### src/rtl/lsu_unit.sv
// Load/store unit driving a synchronous data RAM with a MEM_LAT-cycle read path.
// Define LSU_MISALIGN_CHECK_EN to flag misaligned accesses; otherwise offsets are aligned down.
module lsu_unit #(
    parameter int XLEN      = 32,
    parameter int RAM_DEPTH = 1024,
    parameter int MEM_LAT   = 1,
    parameter int REG_SEL_W = 5
) (
    input  logic                         clk,
    input  logic                         rstn,
    input  logic                         req_valid,
    output logic                         req_ready,
    input  logic                         req_read,
    input  logic                         req_write,
    input  logic [XLEN-1:0]              req_addr,
    input  logic [XLEN-1:0]              req_data,
    input  logic [2:0]                   req_optype,
    input  logic [REG_SEL_W-1:0]         req_rd,
    output logic                         mem_en,
    output logic [XLEN/8-1:0]            mem_we,
    output logic [$clog2(RAM_DEPTH)-1:0] mem_addr,
    output logic [XLEN-1:0]              mem_wdata,
    input  logic [XLEN-1:0]              mem_rdata,
    output logic                         wb_dv,
    output logic [REG_SEL_W-1:0]         wb_addr,
    output logic [XLEN-1:0]              wb_data,
    output logic                         err
);
    localparam int NB   = XLEN / 8;
    localparam int OFFW = $clog2(NB);
    localparam int AW   = $clog2(RAM_DEPTH);

    typedef enum logic [1:0] {IDLE, WAIT, WB} lsuState;

    lsuState             state;
    lsuState             stateNext;
    logic [2:0]          latCnt;
    logic [1:0]          reqSize;
    logic [OFFW-1:0]     reqOff;
    logic                reqIllegal;
    logic                accept;
    logic                loadGo;
    logic [2:0]          loadOp;
    logic [OFFW-1:0]     loadOff;
    logic [REG_SEL_W-1:0] loadRd;
    logic                unusedAddr;

    function automatic logic [OFFW-1:0] alignOff(input logic [1:0] size, input logic [OFFW-1:0] off);
        case (size)
            2'b00:   return off;
            2'b01:   return off & ~OFFW'(1);
            2'b10:   return off & ~OFFW'(3);
            default: return '0;
        endcase
    endfunction

`ifdef LSU_MISALIGN_CHECK_EN
    function automatic logic isMisaligned(input logic [1:0] size, input logic [OFFW-1:0] off);
        case (size)
            2'b01:   return off[0];
            2'b10:   return |off[1:0];
            2'b11:   return |off;
            default: return 1'b0;
        endcase
    endfunction
`endif

    function automatic logic [NB-1:0] laneMask(input logic [1:0] size, input logic [OFFW-1:0] off);
        case (size)
            2'b00:   return NB'(1) << off;
            2'b01:   return NB'(2'b11) << off;
            2'b10:   return NB'(4'hF) << off;
            default: return '1;
        endcase
    endfunction

    function automatic logic [XLEN-1:0] replicateData(input logic [1:0] size, input logic [XLEN-1:0] data);
        case (size)
            2'b00:   return {NB{data[7:0]}};
            2'b01:   return {(NB/2){data[15:0]}};
            2'b10:   return {(XLEN/32){data[31:0]}};
            default: return data;
        endcase
    endfunction

    // Lane select by byte offset, then sign- or zero-extend (op[2] set = unsigned).
    function automatic logic [XLEN-1:0] extendLoad(input logic [XLEN-1:0] raw, input logic [2:0] op,
                                                   input logic [OFFW-1:0] off);
        logic [XLEN-1:0]    lane;
        logic signed [7:0]  sB;
        logic signed [15:0] sH;
        logic signed [31:0] sW;
        lane = raw >> {off, 3'b000};
        sB   = lane[7:0];
        sH   = lane[15:0];
        sW   = lane[31:0];
        case (op[1:0])
            2'b00:   return op[2] ? XLEN'(lane[7:0])  : XLEN'(sB);
            2'b01:   return op[2] ? XLEN'(lane[15:0]) : XLEN'(sH);
            2'b10:   return op[2] ? XLEN'(lane[31:0]) : XLEN'(sW);
            default: return lane;
        endcase
    endfunction

    assign unusedAddr = ^req_addr[XLEN-1:AW+OFFW];

    always_comb begin
        reqSize    = req_optype[1:0];
        reqOff     = alignOff(req_optype[1:0], req_addr[OFFW-1:0]);
        reqIllegal = (req_read & req_write) || (req_optype == 3'b111)
                  || (XLEN == 32 && (req_optype == 3'b011 || req_optype == 3'b110));
`ifdef LSU_MISALIGN_CHECK_EN
        reqIllegal = reqIllegal || isMisaligned(reqSize, req_addr[OFFW-1:0]);
`endif
        accept     = req_valid & req_ready & (req_read | req_write);
        loadGo     = accept & ~reqIllegal & req_read;
    end

    // Stage boundary: accepted op becomes the registered RAM access / err pulse.
    always_ff @(posedge clk) begin
        if (!rstn) begin
            mem_en    <= 1'b0;
            mem_we    <= '0;
            mem_addr  <= '0;
            mem_wdata <= '0;
            err       <= 1'b0;
        end else begin
            mem_en <= accept & ~reqIllegal;
            mem_we <= (accept & ~reqIllegal & req_write) ? laneMask(reqSize, reqOff) : '0;
            err    <= accept & reqIllegal;
            if (accept & ~reqIllegal) begin
                mem_addr  <= req_addr[AW+OFFW-1:OFFW];
                mem_wdata <= replicateData(reqSize, req_data);
            end
        end
    end

    always_ff @(posedge clk) begin
        if (loadGo) begin
            loadOp  <= req_optype;
            loadOff <= reqOff;
            loadRd  <= req_rd;
        end
    end

    always_ff @(posedge clk) begin
        if (!rstn) begin
            state  <= IDLE;
            latCnt <= '0;
        end else begin
            state  <= stateNext;
            latCnt <= (state == WAIT) ? latCnt + 3'd1 : 3'd0;
        end
    end

    always_comb begin
        stateNext = state;
        case (state)
            IDLE:    if (loadGo) stateNext = WAIT;
            WAIT:    if (latCnt == 3'(MEM_LAT - 1)) stateNext = WB;
            WB:      stateNext = loadGo ? WAIT : IDLE;
            default: stateNext = IDLE;
        endcase
    end

    // Read data arrives in the WB cycle itself, so write-back data is extracted combinationally.
    always_comb begin
        req_ready = rstn && (state != WAIT);
        wb_dv     = rstn && (state == WB) && (loadRd != '0);
        wb_addr   = wb_dv ? loadRd : '0;
        wb_data   = wb_dv ? extendLoad(mem_rdata, loadOp, loadOff) : '0;
    end
endmodule

### config.mk
export PLATFORM = sky130hd
export DESIGN_NAME = lsu_unit
export DESIGN_NICKNAME = d
export VERILOG_FILES = /design/src/rtl/lsu_unit.sv
export SDC_FILE = /design/constraint.sdc
export NUM_CORES = 1
export LEC_CHECK = 0
export ABC_AREA = 1
export BUFFER_PORTS_ARGS = -buffer_cell sky130_fd_sc_hd__buf_2
export CORE_UTILIZATION = 47
export DETAILED_ROUTE_END_ITERATION = 8
export PLACE_DENSITY = 0.93
export SLEW_MARGIN = 20
export SYNTH_ARGS = -nofsm -noshare
export SYNTH_HDL_FRONTEND = slang
export SYNTH_SLANG_ARGS = --single-unit
### constraint.sdc
create_clock -name clk -period 2.4 [get_ports clk]
set_input_delay 0.6 -clock clk [delete_from_list [all_inputs] [get_ports clk]]
set_output_delay 0.6 -clock clk [all_outputs]
set_load 0.01 [all_outputs]
; ---- Word-level counts from Yosys, hierarchy flattened
; Cells that the tools add are included.
; W data, S select, Z words.
[word_totals]
ff_bits = 63
output_inout_bits = 87
elab_cells = 61
[op_classes]
n_reduce_logical = 14
eq_ne = 11
shifts = 4
muxes = 12
addsub = 1
n_bitwise = 9
[ops]
columns = cell, count
row1 = $pmux W32 S2, 2
row2 = $mux W32, 3
row3 = $shr A32 B5 Y32, 1
row4 = $pmux W4 S3, 1
row5 = $and A1 B1 Y1, 7
row6 = $eq A2 B1 Y1 const B, 3
row7 = $eq A3 B3 Y1 const B, 2
row8 = $logic_not A2 Y1, 3
row9 = $pmux W2 S3, 1
row10 = $reduce_and A2 Y1, 3
row11 = $mux W5, 1
row12 = $reduce_bool A5 Y1, 1
row13 = $eq A2 B2 Y1 const B, 2
row14 = $mux W2, 2
row15 = $ne A2 B1 Y1 const B, 2
row16 = $pmux W2 S2, 1
row17 = $shl A1 B2 Y4 const A, 1
row18 = $shl A2 B2 Y4 const A, 1
row19 = $shl A4 B2 Y4 const A, 1
row20 = $add A3 B1 Y3 const B, 1
row21 = $eq A3 B2 Y1 const B, 1
row22 = $logic_and A1 B1 Y1, 3
row23 = $logic_not A3 Y1, 1
row24 = $logic_or A1 B1 Y1, 3
row25 = other kinds (4), 4

; ---- Depth between registers and ports, before layout
[logic_depth]
depth_word = 8
depth_mapped = 10
depth_no_buf = 9

; ---- Worst setup path after synthesis
; OpenSTA, ideal clock, no wires.
[synth_path]
path_type = input port to output port
from = input rstn
to = output wb_data[10]
slack_ps = 272
arrival_ps = 1528
t_required_ps = 1800
n_path_buf = 3
stages = 7
path_cell_list = buf_2 -> inv_1 -> nor3_1 -> nand2_1 -> buf_2 -> buf_2 -> a21oi_1
[synth_via]
elab_chain_cells = 3
[synth_lines]
columns = element, line_no
row1 = "start, declared", 10  ; input logic rstn,
row2 = $logic_and A1 B1 Y1 (2 in a row), 169  ; wb_dv = rstn && (state == WB) && (loadRd != '0);
row3 = $mux W32, 171  ; wb_data = wb_dv ? extendLoad(mem_rdata, loadOp, loadOff) : '0;
row4 = "end, declared", 26  ; output logic [XLEN-1:0] wb_data,
; No other way between the ends.

; ---- Worst setup path in the final report
[layout_path]
from = register loadOff[0]
to = output wb_data[14]
[layout_via]
elab_chain_cells = 4
[layout_lines]
columns = element, line_no
row1 = "start, declared", 44  ; logic [OFFW-1:0] loadOff;
row2 = "start signal, assigned", 141  ; loadOff <= reqOff;
row3 = $shr A32 B5 Y32 *, 93  ; lane = raw >> {off, 3'b000};
row4 = "$mux W32, on equally long branches", "99, 98"
row5 = $pmux W32 S2 *, 97  ; case (op[1:0])
row6 = $mux W32 *, 171
; Mark *: on every way between the ends. The rest lies on a longest branch, timed or not.

==> metrics.txt <==
Hold-fix buffers, CTS 0; Leak 2.99 nW; # rows 32; ys flop type dfxtp_1; Filler cells 699; final worst path period need 2360 ps; post-DR wirelength/cell 13.0 um; hold_ws 435 ps; Startpoint Class flip-flop; overall power 0.00265 W; initial antenna violation count 0; launch point of the worst reg-to-reg path state[0]$_SDFFE_PN0P_; Vias 4572; Slew Limit Fails 0; layout cells sized above 1 0.310; Crit path largest cell delay 460 ps; CP Capture Type primary output; clock-pin slew on the worst setup and hold paths 70 ps; drt drc 0; Max stage delay cell, worst path edfxtp_1; initial core utilization 0.497; Least-Margin Pin Slew 441 ps; top cell type's share of synthesized area 0.270; sequential area share after synthesis 0.347; Post-Syn Area 3920 um^2; Hold Path Class input port to flip-flop; Yosys top cell by area dfxtp_1; DR iter-0 viols 155; clock tree buffer depth 2; wirelength, routed 11900 um; Area Overhead vs Synth 35.0%; largest net degree at the start of global routing 44; Yosys reg bits 63; Placer Congestion 0.870; Final Skew 11.0 ps; clock latency on the worst-skew pair 340 ps; die area 8720 um^2; vias in the first global route 4294; post-synthesis cell count 632; Final Util 0.672; Arrival @ worst endpoint 1760 ps; final hold viol count 0; Placed Cells 888; Critical Path RT 1800 ps; nets@finish 922; first-pass GRT wire length 18600 um; final std cells w/o fill 915; CTS tree done; syn avg cell area 6.21 um^2; FMAX 0.424 GHz; Tcrit/Tclk final 0.983; Max Cap Viol 0; DRT Pass-1 Iters 5; root buffer cell clkbuf_8; global route overflow 0; crit path from loadOff[0]$_DFFE_PP_; commonest cells in the synthesized netlist 178 x nand2_1, 141 x nor2_1, 53 x dfxtp_1, 53 x inv_1, 50 x nand3_1; Critical Path, Cell by Cell inv_4 > nand2_1 > nand3_4 > nand3_4 > buf_4 > a21oi_2 > buf_2; CTS HTree Levels 3; worst path bufs/invs 3; CP max FO 6; TritonCTS Buffers 9; post-DR vias/cell 5.00; core area 7890 um^2; status complete, no violations; Yosys cell types 28; min-delay src req_rd[2]; CP delay by family, top flip-flops; Final setup viols 0; most common cell in the netlist nand2_1; Power per Cell Area 500 nW/um^2; # clock sinks 63; final setup margin 41.3 ps; floorplan die height 93.4 um; Ports 196; VDD IR max 490 uV; post-synthesis async set-or-reset flop share 0; Post-synth EDFFs 10; detailed placer's ending HPWL 8270 um; Slew HR 0.706; overall global routing resource usage 0.272; pre-CTS setup slack 165 ps; most frequent CP cell nand3_4; Syn. warnings 0; IO Port Bufs 175; Syn Nets 747; DRT antenna net count 0; synth top area cells dfxtp_1 27%, nand2_1 17%, nor2_1 13%, edfxtp_1 7.7%, nand3_1 6.4%; path type of the worst setup path flip-flop to primary output; Die W 93.4 um
-- sequential cells by signal, indices dropped and copies added, names as in the netlist --
name,flops
loadOp,3
mem_addr,10
latCnt,3
mem_wdata,32
mem_en,1
mem_we,4
loadRd,5
state,2
loadOff,2
err,1
-- cell usage in the layout, fill, tap and decap left out, types with 4 or more instances in the layout --
master	instances
dfxtp_1	53
a21oi_2	4
nand3_4	6
ha_1	6
a21oi_1	30
buf_4	17
clkbuf_8	10
buf_12	5
inv_1	53
nand2_2	14
o21ai_0	13
nand3_1	46
inv_2	5
nand2_1	175
o21ai_1	7
nand3b_1	18
buf_2	175
edfxtp_1	10
nor2_1	141
-- per-stage QoR --
step                      cell area (um^2)  setup TNS, ps
after floorplan                       3920              0
after global placement                4900              0
after global routing                  5300           -122
final                                 5300              0
after CTS                             5160              0
after detailed placement              4900              0
-- routing by layer --
layer | wire, um | vias up | global-route usage
li1 | - | 2308 | -
met1 | 4240 | 2000 | 0.272
met2 | 6000 | 230 | 0.506
met3 | 1260 | 34 | 0.0862
met4 | 387 | 0 | 0.132
met5 | 0 | - | 0
-- final timing paths --
| check | slack (ps) | end | cells past startpoint |
|---|---|---|---|
| hold / removal | 440 | loadRd[2]$_DFFE_PP_ | 1 |
| hold reg to reg | 460 | latCnt[0]$_SDFF_PN0_ | 1 |
| setup / recovery | 40 | wb_data[14] | 7 |
| setup reg to reg | 990 | mem_wdata[31]$_SDFFE_PN0N_ | 8 |
-- power by group --
| group | total (W) | internal, W | switching, W |
|---|---|---|---|
| Combinational | 0.000498 | 0.000205 | 0.000292 |
| Clock | 0.00101 | 0.000609 | 0.000402 |
| Sequential | 0.00114 | 0.00112 | 0.0000210 |
| Total | 0.00265 | 0.00193 | 0.000715 |
-- cell type report --
class / count / area (um^2) / share of cell area
multi-input combinational: 472 / 2210 / 0.416
sequential: 63 / 1360 / 0.257
timing repair buffer: 200 / 1150 / 0.217
inverter: 61 / 235 / 0.0444
clock buffer: 12 / 145 / 0.0274
tap: 102 / 128 / 0.0241
clock inverter: 4 / 68.8 / 0.0130
antenna: 1 / 2.50 / 0.000472
-- kinds of logic (layout without fill, tap and decap cells) --
logic type               Yosys count  after routing  share of synthesized area
buffers and inverters             99            277                      0.116
AND/OR/NAND/NOR                  409            411                      0.447
AO/OA/AOI/OAI                     54             54                     0.0689
adder cells (fa/ha/maj)            6              6                     0.0191
other                              0              1                          0
flip-flops                        63             63                      0.347
XOR/XNOR                           1              1                    0.00223
-- repair_timing --
| item | in CTS | in global routing |
|---|---|---|
| setup buffers | 1 | 6 |
| gates resized for setup | 4 | 19 |
| hold endpoints to repair | 0 | 0 |
| endpoints found under the setup margin | 16 | 17 |
| pin swaps | 2 | 4 |
| cloned | 2 | 1 |
No activity file was read; power rests on OpenSTA's default activity.
